<file path="config.mk">
export PLATFORM = sky130hd
export DESIGN_NAME = branch_resolve_unit
export DESIGN_NICKNAME = d
export VERILOG_FILES = /design/src/rtl/branch_resolve_unit.sv
export SDC_FILE = /design/constraint.sdc
export NUM_CORES = 1
export LEC_CHECK = 0
export BUFFER_PORTS_ARGS = -buffer_cell sky130_fd_sc_hd__clkbuf_2
export CORE_ASPECT_RATIO = 1.1
export CORE_MARGIN = 5
export CORE_UTILIZATION = 55
export DETAILED_ROUTE_END_ITERATION = 6
export HOLD_SLACK_MARGIN = 0.02
export PLACE_DENSITY_LB_ADDON = 0.3
export SYNTH_ARGS = -nofsm -noshare
export SYNTH_HDL_FRONTEND = slang
export SYNTH_SLANG_ARGS = --single-unit
</file>
<file path="constraint.sdc">
create_clock -name clk -period 5.5 [get_ports clk]
set_clock_uncertainty 0.2 [all_clocks]
set_input_delay 1.1 -clock clk [delete_from_list [all_inputs] [get_ports clk]]
set_output_delay 1.1 -clock clk [all_outputs]
set_load 0.005 [all_outputs]
</file>
<file path="src/rtl/branch_resolve_unit.sv">
// Resolution end of the gshare predictor: carries prediction and target D->E->M,
// resolves in M, drives the predictor update port, fetch redirect and flush control.
module branch_resolve_unit #(
    parameter int PC_W         = 32,
    parameter int DELAY_SLOT   = 1,
    parameter int FLUSH_CYCLES = 1,
    parameter int CNT_W        = 32
) (
    input  logic             clk,
    input  logic             rst,
    input  logic             stall,
    input  logic             branchD,
    input  logic             pred_takeD,
    input  logic [PC_W-1:0]  pcD,
    input  logic [PC_W-1:0]  targetD,
    input  logic             actual_takeE,
    output logic             redirect_valid,
    output logic [PC_W-1:0]  redirect_pc,
    output logic             flush_req,
    output logic             upd_valid,
    output logic [PC_W-1:0]  upd_pc,
    output logic             upd_taken,
    output logic             upd_correct,
    output logic [CNT_W-1:0] branch_cnt,
    output logic [CNT_W-1:0] mispred_cnt
);

    localparam logic [PC_W-1:0]  FALL_OFS    = (DELAY_SLOT != 0) ? PC_W'(8) : PC_W'(4);
    localparam logic [2:0]       FC_INIT     = 3'(FLUSH_CYCLES - 1);
    localparam bit               USE_RECOVER = (FLUSH_CYCLES > 1);
    localparam logic [CNT_W-1:0] CNT_MAX     = {CNT_W{1'b1}};

    typedef enum logic {
        ST_NORMAL  = 1'b0,
        ST_RECOVER = 1'b1
    } state_t;

    state_t           state_q, state_d;
    logic [2:0]       fc_q, fc_d;

    logic             valid_e_q, valid_e_d;
    logic             pred_e_q, pred_e_d;
    logic [PC_W-1:0]  pc_e_q, pc_e_d;
    logic [PC_W-1:0]  target_e_q, target_e_d;

    logic             valid_m_q, valid_m_d;
    logic             pred_m_q, pred_m_d;
    logic             taken_m_q, taken_m_d;
    logic [PC_W-1:0]  pc_m_q, pc_m_d;
    logic [PC_W-1:0]  target_m_q, target_m_d;

    logic [CNT_W-1:0] branch_cnt_q, branch_cnt_d;
    logic [CNT_W-1:0] mispred_cnt_q, mispred_cnt_d;

    logic             in_normal;
    logic             res;
    logic             mispred;
    logic             flush;

    // Resolution is suppressed during RECOVER, and a stalled M only resolves on release.
    assign in_normal = (state_q == ST_NORMAL);
    assign res       = valid_m_q & ~stall & in_normal;
    assign mispred   = res & (pred_m_q != taken_m_q);
    assign flush     = mispred | ~in_normal;

    assign redirect_valid = mispred;
    assign redirect_pc    = taken_m_q ? target_m_q : (pc_m_q + FALL_OFS);
    assign flush_req      = flush;
    assign upd_valid      = res;
    assign upd_pc         = pc_m_q;
    assign upd_taken      = taken_m_q;
    assign upd_correct    = res & ~mispred;
    assign branch_cnt     = branch_cnt_q;
    assign mispred_cnt    = mispred_cnt_q;

    always_comb begin
        valid_e_d  = valid_e_q;
        pred_e_d   = pred_e_q;
        pc_e_d     = pc_e_q;
        target_e_d = target_e_q;
        valid_m_d  = valid_m_q;
        pred_m_d   = pred_m_q;
        taken_m_d  = taken_m_q;
        pc_m_d     = pc_m_q;
        target_m_d = target_m_q;
        // Flush wins over stall: wrong-path branches never survive a flush cycle.
        if (flush) begin
            valid_e_d = 1'b0;
            valid_m_d = 1'b0;
        end else if (!stall) begin
            valid_m_d  = valid_e_q;
            pred_m_d   = pred_e_q;
            taken_m_d  = actual_takeE;
            pc_m_d     = pc_e_q;
            target_m_d = target_e_q;
            valid_e_d  = branchD;
            pred_e_d   = pred_takeD & branchD;
            pc_e_d     = pcD;
            target_e_d = targetD;
        end
    end

    always_comb begin
        state_d = state_q;
        fc_d    = fc_q;
        case (state_q)
            ST_NORMAL: begin
                if (mispred && USE_RECOVER) begin
                    state_d = ST_RECOVER;
                    fc_d    = FC_INIT;
                end
            end
            ST_RECOVER: begin
                if (!stall) begin
                    if (fc_q <= 3'd1) begin
                        state_d = ST_NORMAL;
                        fc_d    = 3'd0;
                    end else begin
                        fc_d = fc_q - 3'd1;
                    end
                end
            end
            default: begin
                state_d = ST_NORMAL;
                fc_d    = 3'd0;
            end
        endcase
    end

    always_comb begin
        branch_cnt_d  = branch_cnt_q;
        mispred_cnt_d = mispred_cnt_q;
        if (res && (branch_cnt_q != CNT_MAX)) begin
            branch_cnt_d = branch_cnt_q + CNT_W'(1);
        end
        if (mispred && (mispred_cnt_q != CNT_MAX)) begin
            mispred_cnt_d = mispred_cnt_q + CNT_W'(1);
        end
    end

    always_ff @(posedge clk) begin
        if (rst) begin
            state_q       <= ST_NORMAL;
            fc_q          <= 3'd0;
            valid_e_q     <= 1'b0;
            pred_e_q      <= 1'b0;
            pc_e_q        <= '0;
            target_e_q    <= '0;
            valid_m_q     <= 1'b0;
            pred_m_q      <= 1'b0;
            taken_m_q     <= 1'b0;
            pc_m_q        <= '0;
            target_m_q    <= '0;
            branch_cnt_q  <= '0;
            mispred_cnt_q <= '0;
        end else begin
            state_q       <= state_d;
            fc_q          <= fc_d;
            valid_e_q     <= valid_e_d;
            pred_e_q      <= pred_e_d;
            pc_e_q        <= pc_e_d;
            target_e_q    <= target_e_d;
            valid_m_q     <= valid_m_d;
            pred_m_q      <= pred_m_d;
            taken_m_q     <= taken_m_d;
            pc_m_q        <= pc_m_d;
            target_m_q    <= target_m_d;
            branch_cnt_q  <= branch_cnt_d;
            mispred_cnt_q <= mispred_cnt_d;
        end
    end

endmodule
</file>
# Yosys cells after proc, flatten, opt, wreduce, memory -nomap -nowiden
# Cells that the tools add are included.
classes:
  n_addsub: 4
  magnitude_cmp: 1
  n_eq_ne: 3
  n_mux: 4
  bitwise: 10
  reduce_logical: 6
ops:
  columns: ["cell", "n"]
  rows:
  - ["adder 32 x 1 -> 32 bit, second input constant", 2]
  - ["inequality test 32 bit, second input constant", 2]
  - ["adder 32 x 4 -> 32 bit, second input constant", 1]
  - ["2-to-1 mux 32 bit", 1]
  - ["bitwise AND 1 bit", 5]
  - ["inverter 1 bit", 4]
  - ["AND reduction 2 bit", 2]
  - ["OR reduction 2 bit", 2]
  - ["<= comparator 3 x 1 -> 1 bit, second input constant", 1]
  - ["2-to-1 mux 3 bit", 1]
  - ["subtractor 3 x 1 -> 3 bit, second input constant", 1]
  - ["logical AND 1 bit", 2]
  - ["2-to-1 mux 1 bit", 2]
  - ["inequality test 1 bit", 1]
  - ["bitwise OR 1 bit", 1]
totals:
  register_bits: 201
  output_inout_bits: 133
  word_cells: 41

# Logic depth before layout (Yosys ltp)
# Gate-level depths: netlist of the first run.
depth:
  depth_word: 7
  ltp_mapped: 10
  depth_no_buf: 6

# Worst setup path before layout of the first run
# Ideal clock, no wire load.
synth_timing:
  kind: "input to output"
  startpoint: "in stall"
  endpoint: "out flush_req"
  arrival_ns: 2.130
  path_slack_ns: 2.070
  stages: 5
  path_buffers: 2
  path_cell_list: "buf_6 or3b_1 buf_6 nor2_1 or2_2"
synth_between:
  elab_chain_cells: 5
synth_lines:
  columns: ["element", "line", "text"]
  rows:
  - ["start: declaration", "11", "input logic stall,"]
  - ["inverter 1 bit (no line)", null, null]
  - ["bitwise AND 1 bit (2 in a row)", "62", "assign res = valid_m_q & ~stall & in_normal;"]
  - ["bitwise AND 1 bit", "63", "assign mispred = res & (pred_m_q != taken_m_q);"]
  - ["named net redirect_valid", "17", "output logic redirect_valid,"]
  - ["bitwise OR 1 bit", "64", "assign flush = mispred | ~in_normal;"]
  - ["end: declaration", "19", "output logic flush_req,"]
# The timed path passes the listed nets, and every way through them passes these cells.

# Worst setup path in the final report of the first run
layout_timing:
  startpoint: "in stall"
  endpoint: "out flush_req"
layout_between:
  elab_chain_cells: 5
layout_lines:
  columns: ["element", "line"]
  rows:
  - ["inverter 1 bit (no line)", null]
  - ["bitwise AND 1 bit (2 in a row)", "62"]
  - ["bitwise AND 1 bit", "63"]
  - ["bitwise OR 1 bit", "64"]
# No other way between the ends.

==> results of run 1 <==
==> cells in the final DEF (no fill, tap or decap), drive strengths merged, types with 4 or more instances in the layout <==
master,count
or3,26
o31ai,11
mux2i,4
nor4,15
or4,13
nand4,30
inv,14
a21oi,168
dfxtp,201
nand2,314
and4,10
nand3,42
nor2,41
nor3,20
xor2,12
buf,8
o21a,5
and3,10
a211oi,5
ha,5
clkbuf,231
o21ai,44
xnor2,35
clkinv,6
mux2,12
==> power groups by stage <==
stage | combinational, uW | clock, uW | sequential (uW)
after global routing | 207 | 1630 | 1530
after floorplan | 114 | 0 | 1550
after global placement | 182 | 0 | 1560
after CTS | 185 | 1560 | 1530
after detailed placement | 183 | 0 | 1560
final | 183 | 1540 | 1530
==> worst register-to-register path, stage by stage (launching register included) <==
cell,delay (ns)
dfxtp_1,0.37
or3b_1,0.74
nor2_1,0.47
or3_4,0.68
buf_12,0.35
nand2_1,0.15
a21oi_1,0.18
==> final timing paths <==
kind	depth (start not counted)	to	slack, ns	from
max reg2reg	6	upd_pc[13]$_SDFFE_PP0P_	2.28	state_q$_SDFF_PP0_
min	2	target_m_q[27]$_SDFFE_PP0P_	0.24	target_e_q[27]$_SDFFE_PP0P_
max	5	flush_req	1.38	stall
min reg2reg	2	target_m_q[27]$_SDFFE_PP0P_	0.24	target_e_q[27]$_SDFFE_PP0P_
==> per-layer routing <==
metal  part of all wire  GRT usage  up-vias
li1                   -          -     4292
met1               0.40      0.302     4040
met2               0.50      0.437      284
met3              0.080     0.0546       43
met4              0.021     0.0677        0
met5                  0          0        -
==> area by class of cell <==
cell class | instances | area, um^2 | share of cell area
clock buffer | 30 | 642 | 0.0595
timing repair buffer | 209 | 1090 | 0.101
inverter | 14 | 52.6 | 0.00487
multi-input combinational | 858 | 4600 | 0.426
sequential | 201 | 4030 | 0.373
tap | 204 | 255 | 0.0236
clock inverter | 10 | 128 | 0.0118
==> cell families (layout without fill, tap and decap cells) <==
| kind of cell | Yosys count | count (layout) | synth area share |
|---|---|---|---|
| AND/OR/NAND/NOR | 542 | 542 | 0.283 |
| AO/OA/AOI/OAI | 248 | 248 | 0.155 |
| flip-flops | 201 | 201 | 0.448 |
| buffers and inverters | 89 | 263 | 0.0415 |
| XOR/XNOR | 47 | 47 | 0.0458 |
| multiplexers | 16 | 16 | 0.0195 |
| adder cells (fa/ha/maj) | 5 | 5 | 0.00696 |
==> state kept, by name, summed over array words and instances, names as in the netlist <==
| signal | cells |
|---|---|
| branch_cnt | 32 |
| mispred_cnt | 32 |
| pc_e_q | 32 |
| target_e_q | 32 |
| target_m_q | 32 |
| upd_pc | 32 |
| fc_q | 3 |
| pred_e_q | 1 |
| pred_m_q | 1 |
| state_q | 1 |
| upd_taken | 1 |
| valid_e_q | 1 |
| valid_m_q | 1 |
==> metrics by stage <==
stage | setup slack [ns] | instance area [um^2] | utilization | hold WS (ns) | total power [uW]
4_1_cts | 1.38 | 10800 | 0.667 | 0.237 | 3280
2_1_floorplan | 2.07 | 8980 | - | 0.232 | 1670
3_5_place_dp | 1.39 | 10000 | 0.619 | 0.243 | 1740
5_1_grt | 1.26 | 10800 | 0.667 | 0.259 | 3370
6_report | 1.38 | 10800 | 0.667 | 0.237 | 3250
3_3_place_gp | 1.46 | 10000 | 0.619 | 0.237 | 1740
==> results_dict.tcl, run 1 <==
set metrics [dict create \
    synth_area_leaders "dfxtp_1 45%, nand2_1 13%, a21oi_1 9.4%" \
    fillers 1457 \
    wl_per_cell_um 16.1 \
    slew_violations 0 \
    yosysTopAreaCell "dfxtp_1" \
    synth-edff-count 0 \
    track_usage 0.245 \
    fin_crit_sh 0.749 \
    worst-setup-path-type "input pin to primary output" \
    finalSetupTns_ns 0 \
    numClockSinks 201 \
    dp_hpwl_mm 16.8 \
    hp-class "flop to flop" \
    core_mm2 0.0162 \
    dr.pass1.iters 5 \
    status "complete, no violations" \
    synth.yosys.seq_area_share 0.448 \
    vias_per_cell 5.67 \
    synth_common_cells "314 x nand2_1, 201 x dfxtp_1, 168 x a21oi_1" \
    antenna_found_initial 0 \
    grt_overflow 0 \
    grt_max_degree 132 \
    h-tree-depth 1 \
    cp_num_buf_inv 2 \
    syn_inst 1148 \
    root_buffer "clkbuf_16" \
    die_h_um 144 \
    cts_hold_buf 0 \
    maxCapViolCount 0 \
    synth_top_area_share 0.448 \
    swShare 0.223 \
    hold_viol_final 0 \
    drc_errors 0 \
    finalCriticalPeriod_ns 4.12 \
    clkTransAtPathRegs_ns 0.06 \
    tightest_slew_ns 1.08 \
    layout-drive-gt1-share 0.213 \
    p_comb_frac 0.056 \
    cts_setup_buffers 0 \
    max_freq_ghz 0.243 \
    grt_pass1_wl_mm 39.4 \
    io_pins 203 \
    cts_buffers 22 \
    yosys_warnings 0 \
    async_flop_share 0 \
    synth_nets 1223 \
    synth.most_common_cell "nand2_1" \
    cp_slowest_stage_delay_ns 0.76 \
    die_w_um 132 \
    finalWirelength_mm 24.5 \
    synth_seq_cells 201 \
    crit_chain "clkbuf_2 -> or3b_1 -> nor2_1 -> or2_2 -> clkbuf_2" \
    maxSlewHeadroom 0.266 \
    power.leakage_uw 0.00405 \
    synthFlopType "dfxtp_1" \
    critPathLaunchType "input pin" \
    gp_congestion 0.861 \
    io_buffers 202 \
    path_common_cell "clkbuf_2" \
    fin_nets 1381 \
    rsz0062_at_grt "no" \
    avgSynthCellArea_um2 7.83 \
    clk_latency_ns 0.49 \
    crit_family "simple AND/OR/NAND/NOR gates" \
    worstPathRequired_ns 4.20 \
    critPathArrivalTime_ns 2.82 \
    power_frac_seq 0.471 \
    num_antenna_cells 0 \
    final_cells 1526 \
    p_switching_uw 724 \
    syn_area_mm2 0.00898 \
    drtIter0Drc 606 \
    vdd_drop_max_v 0.000214 \
    pwr-share-clk 0.473 \
    area_growth_pct 20.2 \
    via_count 8659 \
    end_kind "primary output" \
    die_area_mm2 0.0190 \
    post_cts_resized 0 \
    crit_slowest_cell "or3b_1" \
    ant_nets 0 \
    grt_pass1_vias 8026 \
    row_count 49 \
    placed_cells 1486 \
    initial_core_util 0.555 \
    p_int_uw 2520 \
    yosys.cell_types.count 54 \
    cts_tree "done" \
    finalSetupViolCount 0 \
    cts_buffer_depth 3 \
    p_per_area_mw_per_mm2 301 \
    crit_path_max_fanout 28 \
]
Power figures use the tool's default switching activity.
==> inputs of run 2 (changes only) <==
CORE_UTILIZATION = 49   (was 55)
clock period = 3.4 ns   (was 5.5 ns; I/O delays follow)
==> results_dict.tcl, run 2 (synthesis results as in run 1) <==
set metrics [dict create \
    status "complete, no violations" \
    vdd_drop_max_v 0.000327 \
    num_antenna_cells 0 \
    fin_crit_sh 0.960 \
    die_w_um 139 \
    cts_buffers 21 \
    fillers 1727 \
    r2r_cells 6 \
    layout_common_cells "314 x nand2_1, 201 x clkbuf_2, 200 x dfxtp_1" \
    die_h_um 152 \
    cts_buffer_depth 3 \
    dr.pass1.iters 6 \
    hp-class "input pin to flop" \
    worst-setup-path-type "flop to primary output" \
    io_buffers 202 \
    drtIter0Drc 525 \
    maxSlewHeadroom 0.200 \
    ff2ff_setup_slack_ns 0.50 \
    ant_nets 0 \
    end_kind "primary output" \
    fin_ws_ns 0.135 \
    h-tree-depth 1 \
    critPathLaunchType "flop" \
    cts_tree "done" \
    wl_per_cell_um 15.5 \
    tightest_slew_ns 1.19 \
    die_area_mm2 0.0211 \
    holdPathStages 3 \
    grt_pass1_wl_mm 39.5 \
    place_ws_ns 0.279 \
    io_pins 203 \
    core_mm2 0.0182 \
    p_per_area_mw_per_mm2 462 \
    via_count 8605 \
    initial_core_util 0.493 \
    drc_errors 0 \
    row_count 52 \
    rsz0062_at_grt "no" \
    clkTransAtPathRegs_ns 0.06 \
    layout_commonest_cell "nand2_1" \
    critPathArrivalTime_ns 2.39 \
    slew_violations 0 \
    grt_max_degree 132 \
    fin_nets 1385 \
    layout-drive-gt1-share 0.212 \
    numClockSinks 201 \
    antenna_found_initial 0 \
    area_growth_pct 20.3 \
    track_usage 0.217 \
    vias_per_cell 5.50 \
    finalCriticalPeriod_ns 3.27 \
    worstPathRequired_ns 2.52 \
    power.leakage_uw 0.00402 \
    hold_viol_final 0 \
    finalWirelength_mm 24.2 \
    seqCellArea_mm2 0.00403 \
    dp_hpwl_mm 16.6 \
    root_buffer "clkbuf_16" \
    multiInputGateArea_mm2 0.00461 \
    grt_overflow 0 \
    gp_congestion 0.904 \
    utilization 0.593 \
    maxCapViolCount 0 \
    crit_path_max_fanout 7 \
    clk_latency_ns 0.48 \
    cts_hold_buf 0 \
    finalSetupViolCount 0 \
    finalSetupTns_ns 0 \
    max_freq_ghz 0.306 \
    grt_pass1_vias 8036 \
]
## run 2: repair_timing
| item | in CTS | in global routing |
|---|---|---|
| buffers inserted | 0 | 1 |
| setup endpoints to repair | 0 | 3 |
| resized for setup | 0 | 2 |
## run 2: path summary, 6_finish.rpt
| path | end | startpoint |
|---|---|---|
| hold / removal | pc_e_q[10]$_SDFFE_PP0P_ | pcD[10] |
| setup reg to reg | mispred_cnt[1]$_SDFFE_PP0P_ | mispred_cnt[20]$_SDFFE_PP0P_ |
| hold reg to reg | upd_pc[28]$_SDFFE_PP0P_ | pc_e_q[28]$_SDFFE_PP0P_ |
| setup / recovery | redirect_pc[31] | upd_pc[3]$_SDFFE_PP0P_ |
## run 2: layout make-up
type	instances	share of cell area
Tap cell	243	0.0281
Sequential cell	201	0.372
Inverter	14	0.00486
Clock inverter	2	0.00324
Clock buffer	32	0.0580
Multi-Input combinational cell	858	0.426
Timing Repair Buffer	214	0.107
## run 2: worst max-delay path, cell delays in order (launching register included)
cell and delay [ns]:
dfxtp_1 0.42, ha_1 0.30, nand3_1 0.11, nor2_1 0.13, buf_4 0.17, nand4_1 0.21, xnor2_1 0.18, mux2_2 0.25
clkbuf_2 0.11
## run 2: routing by layer
layer | wire [um] | vias to the layer above | track usage
met5 | 0 | - | 0
met4 | 650 | 0 | 0.0680
met3 | 1620 | 43 | 0.0462
met2 | 12000 | 236 | 0.375
met1 | 9990 | 4037 | 0.270
li1 | - | 4289 | -
## run 2: report_power, final
part | switching (uW) | internal [uW] | total [uW]
sequential | 46.4 | 2420 | 2470
clock | 892 | 1330 | 2230
combinational | 186 | 115 | 300
total | 1120 | 3870 | 5000
## run 2: stage by stage
stage	cells	area [um^2]	total power [uW]	hold slack (ns)
finish	1564	10800	5000	0.216
floorplan	1148	8980	2690	0.232
CTS	1563	10800	5050	0.203
global placement	1529	10100	2820	0.237
global route	1564	10800	5200	0.196
detailed placement	1529	10100	2830	0.242
